## src/rtl/imm_pkg.sv

```systemverilog
// Shared encodings and helpers for the decode-stage immediate generator.
package imm_pkg;

  localparam logic [2:0] IMM_I     = 3'b000;
  localparam logic [2:0] IMM_S     = 3'b001;
  localparam logic [2:0] IMM_B     = 3'b010;
  localparam logic [2:0] IMM_J     = 3'b011;
  localparam logic [2:0] IMM_U     = 3'b100;
  localparam logic [2:0] IMM_Z     = 3'b101;
  localparam logic [2:0] IMM_SHAMT = 3'b110;
  localparam logic [2:0] IMM_NONE  = 3'b111;

  function automatic bit xlen_legal(input int unsigned xlen);
    return (xlen == 32) || (xlen == 64);
  endfunction

  // Every format is first built as a 32-bit value whose sign bit is correct,
  // so widening to RV64 is a plain sign extension.
  function automatic logic [63:0] sx32to64(input logic [31:0] v);
    return {{32{v[31]}}, v};
  endfunction

endpackage

```

## src/rtl/imm_decode.sv

```systemverilog
// Combinational immediate extraction for all base formats plus zimm/shamt.
module imm_decode
  import imm_pkg::*;
#(
  parameter int XLEN = 32
) (
  input  logic [31:0]     instr_i,
  input  logic [2:0]      immsrc_i,
  input  logic [XLEN-1:0] last_imm_i,
  output logic [XLEN-1:0] imm_o,
  output logic            illegal_o
);

  logic [31:0]     raw32;
  logic [XLEN-1:0] ext;
  logic            unused_opcode;

  // The opcode field never contributes to an immediate.
  assign unused_opcode = ^instr_i[6:0];

  always_comb begin
    raw32     = '0;
    illegal_o = 1'b0;
    case (immsrc_i)
      IMM_I: raw32 = {{20{instr_i[31]}}, instr_i[31:20]};
      IMM_S: raw32 = {{20{instr_i[31]}}, instr_i[31:25], instr_i[11:7]};
      IMM_B: raw32 = {{19{instr_i[31]}}, instr_i[31], instr_i[7],
                      instr_i[30:25], instr_i[11:8], 1'b0};
      IMM_J: raw32 = {{11{instr_i[31]}}, instr_i[31], instr_i[19:12],
                      instr_i[20], instr_i[30:21], 1'b0};
      IMM_U: raw32 = {instr_i[31:12], 12'b0};
      IMM_Z: raw32 = {27'b0, instr_i[19:15]};
      IMM_SHAMT: begin
        if (XLEN == 64) begin
          raw32 = {26'b0, instr_i[25:20]};
        end else begin
          // RV32 has no shamt[5]; flag it but still pass the low five bits.
          raw32     = {27'b0, instr_i[24:20]};
          illegal_o = instr_i[25];
        end
      end
      default: raw32 = '0;
    endcase
  end

  generate
    if (XLEN == 64) begin : g_rv64
      assign ext = sx32to64(raw32);
    end else begin : g_rv32
      assign ext = raw32;
    end
  endgenerate

  assign imm_o = (immsrc_i == IMM_NONE) ? last_imm_i : ext;

endmodule

```

## src/rtl/imm_gen_pipe.sv

```systemverilog
// Registered immediate generator with a 2-entry skid buffer between decode and ID/EX.
module imm_gen_pipe
  import imm_pkg::*;
#(
  parameter int XLEN  = 32,
  parameter int TAG_W = 32
) (
  input  logic             clk,
  input  logic             reset,
  input  logic             flush,
  input  logic             in_valid,
  output logic             in_ready,
  input  logic [31:0]      in_instr,
  input  logic [2:0]       in_immsrc,
  input  logic [TAG_W-1:0] in_tag,
  output logic             out_valid,
  input  logic             out_ready,
  output logic [XLEN-1:0]  out_imm,
  output logic [2:0]       out_immsrc,
  output logic [TAG_W-1:0] out_tag,
  output logic             err_illegal
);

  generate
    if (!xlen_legal(XLEN)) begin : g_bad_xlen
      $error("imm_gen_pipe: XLEN must be 32 or 64");
    end
  endgenerate

  logic [XLEN-1:0] dec_imm;
  logic            dec_illegal;

  logic             main_valid_q, main_valid_d;
  logic [XLEN-1:0]  main_imm_q,   main_imm_d;
  logic [2:0]       main_src_q,   main_src_d;
  logic [TAG_W-1:0] main_tag_q,   main_tag_d;
  logic             skid_valid_q, skid_valid_d;
  logic [XLEN-1:0]  skid_imm_q,   skid_imm_d;
  logic [2:0]       skid_src_q,   skid_src_d;
  logic [TAG_W-1:0] skid_tag_q,   skid_tag_d;
  logic [XLEN-1:0]  last_imm_q,   last_imm_d;
  logic             err_q,        err_d;
  logic             rdy_q;

  logic accept;
  logic main_free;

  imm_decode #(.XLEN(XLEN)) u_decode (
    .instr_i    (in_instr),
    .immsrc_i   (in_immsrc),
    .last_imm_i (last_imm_q),
    .imm_o      (dec_imm),
    .illegal_o  (dec_illegal)
  );

  // Handshake: an entry transfers on a cycle where valid and ready are both
  // high. in_ready depends only on registered state and reset, never on
  // out_ready, so upstream sees no combinational path through this block.
  assign in_ready  = rdy_q && !skid_valid_q && !reset;
  assign accept    = in_valid && in_ready && !flush;
  assign main_free = !main_valid_q || out_ready;

  always_comb begin
    main_valid_d = main_valid_q;
    main_imm_d   = main_imm_q;
    main_src_d   = main_src_q;
    main_tag_d   = main_tag_q;
    skid_valid_d = skid_valid_q;
    skid_imm_d   = skid_imm_q;
    skid_src_d   = skid_src_q;
    skid_tag_d   = skid_tag_q;
    last_imm_d   = last_imm_q;
    err_d        = err_q;

    if (flush) begin
      main_valid_d = 1'b0;
      skid_valid_d = 1'b0;
    end else if (main_free) begin
      // Skid holds the older entry, so it always wins the main slot.
      if (skid_valid_q) begin
        main_valid_d = 1'b1;
        main_imm_d   = skid_imm_q;
        main_src_d   = skid_src_q;
        main_tag_d   = skid_tag_q;
        skid_valid_d = 1'b0;
      end else if (accept) begin
        main_valid_d = 1'b1;
        main_imm_d   = dec_imm;
        main_src_d   = in_immsrc;
        main_tag_d   = in_tag;
      end else begin
        main_valid_d = 1'b0;
      end
    end else if (accept) begin
      skid_valid_d = 1'b1;
      skid_imm_d   = dec_imm;
      skid_src_d   = in_immsrc;
      skid_tag_d   = in_tag;
    end

    if (accept && (in_immsrc != IMM_NONE)) begin
      last_imm_d = dec_imm;
    end
    if (accept && dec_illegal) begin
      err_d = 1'b1;
    end
  end

  always_ff @(posedge clk or posedge reset) begin
    if (reset) begin
      main_valid_q <= 1'b0;
      main_imm_q   <= '0;
      main_src_q   <= IMM_NONE;
      main_tag_q   <= '0;
      skid_valid_q <= 1'b0;
      skid_imm_q   <= '0;
      skid_src_q   <= IMM_NONE;
      skid_tag_q   <= '0;
      last_imm_q   <= '0;
      err_q        <= 1'b0;
      rdy_q        <= 1'b0;
    end else begin
      main_valid_q <= main_valid_d;
      main_imm_q   <= main_imm_d;
      main_src_q   <= main_src_d;
      main_tag_q   <= main_tag_d;
      skid_valid_q <= skid_valid_d;
      skid_imm_q   <= skid_imm_d;
      skid_src_q   <= skid_src_d;
      skid_tag_q   <= skid_tag_d;
      last_imm_q   <= last_imm_d;
      err_q        <= err_d;
      rdy_q        <= 1'b1;
    end
  end

  assign out_valid   = main_valid_q;
  assign out_imm     = main_imm_q;
  assign out_immsrc  = main_src_q;
  assign out_tag     = main_tag_q;
  assign err_illegal = err_q;

endmodule
```

## config.mk

```make
export PLATFORM = sky130hd
export DESIGN_NAME = imm_gen_pipe
export DESIGN_NICKNAME = d
export VERILOG_FILES = /design/src/rtl/imm_pkg.sv /design/src/rtl/imm_decode.sv /design/src/rtl/imm_gen_pipe.sv
export SDC_FILE = /design/constraint.sdc
export NUM_CORES = 1
export LEC_CHECK = 0
export CORE_MARGIN = 5
export CORE_UTILIZATION = 45
export DETAILED_ROUTE_END_ITERATION = 8
export HOLD_SLACK_MARGIN = 0.12
export PLACE_DENSITY = 0.7
export SLEW_MARGIN = 10
export SYNTH_ARGS = -nofsm -noshare
export SYNTH_HDL_FRONTEND = slang
export SYNTH_SLANG_ARGS = --single-unit
export TNS_END_PERCENT = 10
```

## constraint.sdc

```tcl
create_clock -name clk -period 12.7 [get_ports clk]
set_clock_uncertainty 0.05 [all_clocks]
set_input_delay 1.905 -clock clk [delete_from_list [all_inputs] [get_ports clk]]
set_output_delay 1.905 -clock clk [all_outputs]
set_load 0.01 [all_outputs]
```

== After elaboration in Yosys (flattened, before gate mapping) ==
Index checks and enable logic that the tools add are counted.

* Bits in registers: 170
* Latch bits: 0
* Bits in writable memories: 0
* ROM bits: 0
* Input bits: 72
* Memories: 0

* $add $sub $neg: 0
* Multiply operators: 0
* Divide/modulo/power cells: 0
* Magnitude comparators: 0
* Equal/unequal tests: 8
* Shift-type cells: 0
* Multiplexer cells: 16
* Bitwise logic cells: 2
* Reduce and logical (&&, ||, !) cells: 17

{| class="wikitable"
|+ Operators with widths
! cell !! count
|-
| $pmux W32 S7 || 1
|-
| $mux W32 || 5
|-
| $eq A3 B3 Y1 const B || 4
|-
| $mux W1 || 8
|-
| $eq A3 B2 Y1 const B || 2
|-
| $logic_and A1 B1 Y1 || 6
|-
| $mux W3 || 2
|-
| $reduce_and A3 Y1 || 2
|-
| $logic_not A1 Y1 || 4
|-
| $reduce_bool A2 Y1 || 2
|-
| $eq A3 B1 Y1 const B || 1
|-
| $logic_not A3 Y1 || 1
|-
| $ne A3 B3 Y1 const B || 1
|-
| $reduce_bool A3 Y1 || 1
|-
| $not A1 Y1 || 2
|-
| $logic_or A1 B1 Y1 || 1
|}

== Longest topological paths before layout ==
Gate-level depths: netlist of run 1.

* Depth in word-level cells: 9
* Depth in mapped cells: 7
* Depth with buffers taken out: 4

== Hierarchy ==
A second synthesis of run 1 with hierarchy kept.

* Cells, all modules: 575
* Area total of the unflattened synthesis: 8027.7 sq um

{| class="wikitable"
|+ By module, submodules not included
! module !! times used !! cells an instance !! area an instance (sq um) !! seq. area each (sq um)
|-
| imm_gen_pipe || 1 || 444 || 7131.8 || 4261.6
|-
| imm_decode || 1 || 131 || 895.9 || 0.0
|}

== Worst setup path after synthesis of run 1 ==
OpenSTA, ideal clock, no wires.

* Path type: input to output
* Start: in reset
* End: out in_ready
* Arrival time: 2.203 ns
* Slack: 8.542 ns
* Stages: 1
* Path buffers: 0
* Cells stage by stage: nor3b_4

* Longest elaborated chain between the ends: 2

{| class="wikitable"
|+ RTL lines
! what !! line !! RTL
|-
| start, declared || imm_gen_pipe.sv:9 || <nowiki>input logic reset,</nowiki>
|-
| $logic_not A1 Y1 (no line) || -- ||
|-
| $logic_and A1 B1 Y1 || imm_gen_pipe.sv:59 || <nowiki>assign in_ready = rdy_q && !skid_valid_q && !reset;</nowiki>
|-
| end, declared || imm_gen_pipe.sv:12 || <nowiki>output logic in_ready,</nowiki>
|}

Every way passes these cells.

== Worst setup path in the final report of run 1 ==
Same ends and word-level chain as after synthesis.

==> flow_metrics.py, run 1 <==
metrics = {
    "synth": {
        "ys_seq_area_share_pct": 53.7,
        "synthArstFlopShare_pct": 100,
        "yosysUniqueCellTypes": 56,
        "yosysWarnings": 0,
        "yosysTopAreaCellShare_pct": 51.7,
        "synth-seq-cells": 170,
        "synthCells": 732,
        "synth_area_leaders": "dfrtp_1 (52%), mux2_2 (6.5%), mux2i_1 (6.2%), nand2_1 (5.7%), o21ai_0 (5.2%)",
        "synth_nets": 804,
        "syn_area_um2": 7940,
        "synth_edf_count": 0,
        "netlist.top_cell.by_area": "dfrtp_1",
        "synth_flop_cell": "dfrtp_1",
        "synth.avg_cell_area_um2": 10.8,
    },
    "detailed_routing": {
        "first_iter_violations": 370,
        "wl_per_cell_um": 18.5,
        "dr.pass1.iters": 5,
        "ant_nets": 0,
        "drcViolationCount": 0,
        "wl_um": 19800,
        "via_per_inst": 5.58,
        "vias": 5992,
    },
    "clocking": {
        "clock_path_buffers": 2,
        "cts_resized": 0,
        "h-tree-depth": 4,
        "clock-root-buffer": "clkbuf_16",
        "hold_buffers": 0,
        "cts_num_sinks": 170,
        "cts.clk_slew.worst_paths_ns": 0.06,
        "cts_tree": "yes",
        "cts_setup_buffers": 0,
        "numCtsBuffers": 17,
        "clkLatencyLatePin_ns": 0.42,
    },
    "global_route": {
        "grt_usage_pct": 20.0,
        "antenna_found_initial": 1,
        "grt_pass1_vias": 6212,
        "grt_pass1_wl_um": 32400,
        "grt_overflow": 0,
        "grt_max_degree": 107,
    },
    "timing": {
        "final-hold-violation-count": 0,
        "holdWs_ns": 0.420,
        "timing.final.max_slew_violations": 0,
        "rsz0062_at_grt": "false",
        "max_freq_ghz": 0.186,
        "finalSetupTns_ns": 0,
        "worst_pin_slew_ns": 1.13,
        "setup_viol": 0,
        "slew_headroom_pct": 24.6,
        "min_period_over_period_pct": 42.3,
        "min_period_ns": 5.37,
    },
    "place": {
        "portBuffers": 134,
        "dp_hpwl_um": 13000,
        "gp_congestion": 0.829,
    },
    "power": {
        "leakage_uw": 0.00436,
        "irDropWorstVdd_mv": 0.0960,
        "power_per_cell_area_nw_per_um2": 149,
    },
    "cells_and_area": {
        "diodes": 0,
        "final_common_cell": "dfrtp_1",
        "area_delta_synth_final_pct": 24.9,
        "drive_gt1_share_pct": 13.8,
        "fillCellCount": 1462,
        "final_util_pct": 57.3,
        "finalNetCount": 907,
        "final_cell_mix": "dfrtp_1 (163), clkdlybuf4s50_1 (134), nand2_1 (121), o21ai_0 (82), mux2i_1 (49)",
    },
    "hold_path": {
        "whs_endpoint": "skid_imm_q[4]",
        "hold_depth": 2,
        "min_from": "skid_imm_q[4]",
        "hold_class": "register to register",
    },
    "worst_setup_path": {
        "reg2reg_depth": 4,
        "crit_chain": "clkdlybuf4s50_1 > nor3b_4 > clkdlybuf4s50_1",
        "cp_max_fo": 5,
        "crit_start": "reset",
        "r2r-start": "skid_valid_q",
        "r2r-end": "out_imm[28]",
        "crit_top_cell": "clkdlybuf4s50_1",
        "max_stage_delay_ns": 0.61,
        "cp_data_required_time_ns": 10.74,
        "reg2reg_slack_ns": 10.14,
        "worstSetupPathType": "primary input to output port",
        "start_kind": "primary input",
        "critical-path-slowest-cell": "clkdlybuf4s50_1",
        "end_kind": "output port",
        "crit_arrival_ns": 3.42,
    },
    "floorplanning": {
        "start_util_pct": 45.9,
        "fp.dieW_um": 143,
        "die-area_um2": 20400,
        "placementRows": 48,
        "die_height_um": 143,
        "pin_count": 142,
        "fp.coreArea_um2": 17300,
    },
    "outcome": {
        "outcome": "finished clean",
    },
    "run": {
        "cap_violations": 0,
    },
}
==> worst max-delay path by stage <==
stage,to,slack (ns),depth (start not counted)
6_report,in_ready,7.33,3
3_5_place_dp,in_ready,7.32,3
4_1_cts,in_ready,7.31,3
2_1_floorplan,err_illegal,6.15,1
5_1_grt,in_ready,7.24,3
3_3_place_gp,in_ready,7.34,3
==> metrics by stage <==
step	std cells	cell area, um^2	power, uW	worst slack, ns
finish	1073	9920	1480	7.33
global route	1073	9920	1540	7.24
CTS	1073	9910	1490	7.31
detailed placement	1041	9300	946	7.32
global placement	1041	9300	932	7.34
floorplan	732	7940	793	6.15
==> critical path, delay by kind of cell <==
kind	cells	cell delay, ns
buffers and inverters	2	1.15
AND/OR/NAND/NOR	1	0.37
==> flip-flops by register name (all words and copies together), names as in the netlist <==
name and count:
out_immsrc 3, skid_src_q 3, err_illegal 1, rdy_q 1, out_imm 32, last_imm_q 32, skid_imm_q 32, skid_valid_q 1
out_valid 1, skid_tag_q 32, out_tag 32
==> area by class of cell <==
| type | instances | area (um^2) | area share (%) |
|---|---|---|---|
| sequential | 170 | 4270 | 43.0 |
| multi-input combinational | 500 | 3330 | 33.6 |
| timing repair buffer | 143 | 1410 | 14.2 |
| clock buffer | 17 | 425 | 4.29 |
| tap | 225 | 282 | 2.84 |
| clock inverter | 15 | 189 | 1.90 |
| inverter | 3 | 16.3 | 0.164 |
==> metal layers <==
| metal | global-route usage (%) | part of all wire (%) |
|---|---|---|
| met1 | 25.8 | 43 |
| met2 | 33.9 | 51 |
| met3 | 4.52 | 4.7 |
| met4 | 5.55 | 1.2 |
| met5 | 0 | 0.066 |
==> report_power, final <==
group | total, uW | internal, uW | switching (uW)
Combinational | 270 | 147 | 123
Clock | 542 | 314 | 228
Sequential | 663 | 619 | 44.1
Total | 1480 | 1080 | 395
==> cell usage after synthesis, types with 3 or more instances <==
master	number
a22o_1	10
o211ai_1	11
o31ai_1	4
mux2_2	46
and2_1	5
nand2b_1	6
buf_6	8
and3_1	6
a211oi_1	10
a21oi_1	39
dfrtp_1	164
nand3_1	11
nor3b_1	6
o22a_1	3
o21ai_0	82
a21o_1	11
nand2_1	121
clkbuf_1	12
dfstp_2	6
mux2i_1	49
inv_1	3
maj3_1	4
nor2b_1	10
buf_2	32
nor2_1	16
o221a_2	6
o21ai_1	9
buf_4	5
==> logic make-up (layout without fill, tap and decap cells) <==
| logic type | after synthesis | after routing | synth area share [%] |
|---|---|---|---|
| multiplexers | 95 | 95 | 12.7 |
| AND/OR/NAND/NOR | 194 | 194 | 11.8 |
| AO/OA/AOI/OAI | 206 | 206 | 16.6 |
| flip-flops | 170 | 170 | 53.7 |
| adder cells (fa/ha/maj) | 4 | 4 | 0.504 |
| buffers and inverters | 62 | 178 | 4.63 |
| other | 1 | 1 | 0.0472 |
Note: power is estimated with default switching activity, not from simulation.
==> inputs of run 2 (changes only) <==
==> constraint.sdc (replaced) <==
create_clock -name clk -period 5.06 [get_ports clk]
set_clock_uncertainty 0.05 [all_clocks]
set_input_delay 0.759 -clock clk [delete_from_list [all_inputs] [get_ports clk]]
set_output_delay 0.759 -clock clk [all_outputs]
set_load 0.01 [all_outputs]
==> run 2 against run 1 <==
Compared with the run above: sequential share of layout area hardly changed; hold slack got worse by 0.0018 ns; register-to-register slack worse by 7.5 ns; largest power group unchanged.
==> flow_metrics.py, run 2 (synthesis results as in run 1) <==
metrics = {
    "global_route": {
        "grt_usage_pct": 19.5,
        "grt_pass1_vias": 6193,
        "grt_overflow": 0,
        "antenna_found_initial": 0,
        "grt_max_degree": 171,
        "grt_pass1_wl_um": 31900,
    },
    "worst_setup_path": {
        "cp_max_fo": 5,
        "crit_arrival_ns": 2.26,
        "cp_data_required_time_ns": 4.25,
        "r2r-start": "skid_valid_q",
        "start_kind": "primary input",
        "critPathBufInv": 2,
        "max_stage_delay_ns": 0.61,
        "crit_chain": "clkdlybuf4s50_1 > nor3b_4 > clkdlybuf4s50_1",
        "reg2reg_depth": 4,
        "r2r-end": "out_imm[4]",
        "critical-path-slowest-cell": "clkdlybuf4s50_1",
        "reg2reg_slack_ns": 2.68,
        "cpLargestDelayFamily": "buffers and inverters",
        "crit_top_cell": "clkdlybuf4s50_1",
        "end_kind": "output port",
        "worstSetupPathType": "primary input to output port",
    },
    "detailed_routing": {
        "drcViolationCount": 0,
        "first_iter_violations": 346,
        "wl_um": 19400,
        "ant_nets": 0,
        "via_per_inst": 5.53,
        "vias": 5937,
        "dr.pass1.iters": 5,
        "wl_per_cell_um": 18.1,
    },
    "clocking": {
        "clkLatencyLatePin_ns": 0.42,
        "hold_buffers": 0,
        "cts.clk_slew.worst_paths_ns": 0.06,
        "clock_path_buffers": 2,
        "numCtsBuffers": 17,
        "cts_tree": "yes",
        "cts_num_sinks": 170,
        "clock-root-buffer": "clkbuf_16",
        "h-tree-depth": 4,
        "cts_setup_buffers": 0,
        "cts_resized": 0,
    },
    "place": {
        "portBuffers": 134,
        "gp_congestion": 0.796,
        "dp_hpwl_um": 12600,
        "placed_cells": 1041,
    },
    "cells_and_area": {
        "diodes": 0,
        "stdcell_count": 1073,
        "finalNetCount": 907,
        "area_delta_synth_final_pct": 24.9,
        "final_common_cell": "dfrtp_1",
        "drive_gt1_share_pct": 13.4,
        "final_cell_mix": "dfrtp_1 (163), clkdlybuf4s50_1 (134), nand2_1 (121), o21ai_0 (82), mux2i_1 (49)",
    },
    "power": {
        "power_per_cell_area_nw_per_um2": 371,
        "p_sw_uw": 953,
        "leakage_uw": 0.00435,
        "power_frac_comb_pct": 18.4,
        "clock_power_share_pct": 36.5,
        "irDropWorstVdd_mv": 0.234,
        "pwr-share-seq_pct": 45.1,
        "p_total_uw": 3680,
        "switching_share_pct": 25.9,
        "cell_internal_pwr_uw": 2730,
    },
    "run": {
        "cap_violations": 0,
    },
    "hold_path": {
        "min_from": "skid_src_q[2]",
        "whs_endpoint": "skid_src_q[2]",
        "hold_class": "register to register",
        "hold_depth": 2,
    },
    "timing": {
        "min_period_over_period_pct": 60.6,
        "setup_viol": 0,
        "timing.final.max_slew_violations": 0,
        "final-hold-violation-count": 0,
        "worst_pin_slew_ns": 1.17,
        "finalSetupTns_ns": 0,
        "slew_headroom_pct": 21.9,
        "max_freq_ghz": 0.326,
        "min_period_ns": 3.07,
        "rsz0062_at_grt": "false",
    },
    "floorplanning": {
        "pin_count": 142,
        "fp.dieW_um": 143,
        "start_util_pct": 45.9,
        "fp.coreArea_um2": 17300,
        "die_height_um": 143,
        "placementRows": 48,
        "die-area_um2": 20400,
    },
    "outcome": {
        "outcome": "finished clean",
    },
}
run 2: final cells by class:
type / count / area [um^2]
Fill cell: 1422 / 7380
Clock inverter: 10 / 143
Inverter: 3 / 15.0
Tap cell: 225 / 282
Sequential cell: 170 / 4270
Timing Repair Buffer: 143 / 1420
Clock buffer: 22 / 464
Multi-Input combinational cell: 500 / 3330
run 2: worst max path at each step:
stage	to	cells after the start	from	slack [ns]
after detailed placement	out_imm[20]	5	in_immsrc[1]	1.63
after floorplan	err_illegal	1	reset	2.09
after CTS	in_ready	3	reset	1.98
after global routing	out_imm[21]	6	in_immsrc[1]	1.88
after global placement	out_imm[29]	5	in_immsrc[1]	1.68
final	in_ready	3	reset	1.99
run 2: power groups by stage:
| stage | combinational (uW) | clock, uW | sequential [uW] |
|---|---|---|---|
| floorplan | 276 | 0 | 1720 |
| global placement | 665 | 0 | 1680 |
| detailed placement | 685 | 0 | 1690 |
| CTS | 689 | 1370 | 1660 |
| global route | 744 | 1430 | 1690 |
| finish | 677 | 1340 | 1660 |
run 2: per-layer routing:
metal	wire (um)	GRT usage (%)
met1	8450	25.8
met2	9630	32.6
met3	1010	3.92
met4	282	6.00
met5	0	0
run 2: worst reg2reg max path, stage by stage (launching register included):
cell and delay [ns]:
dfrtp_4 0.64, nand2b_1 0.20, a21oi_2 0.89, mux2i_1 0.34
o41ai_2 0.10
run 2: metrics by stage:
stage                     util (%)  hold slack (ns)  cell area (um^2)  worst slack, ns
final                         57.3            0.419              9920             1.99
after global routing          57.3            0.446              9920             1.88
after CTS                     57.3            0.421              9910             1.98
after detailed placement      53.8            0.414              9310             1.63
after global placement        53.8            0.401              9310             1.68
after floorplan                  -            0.390              7950             2.09
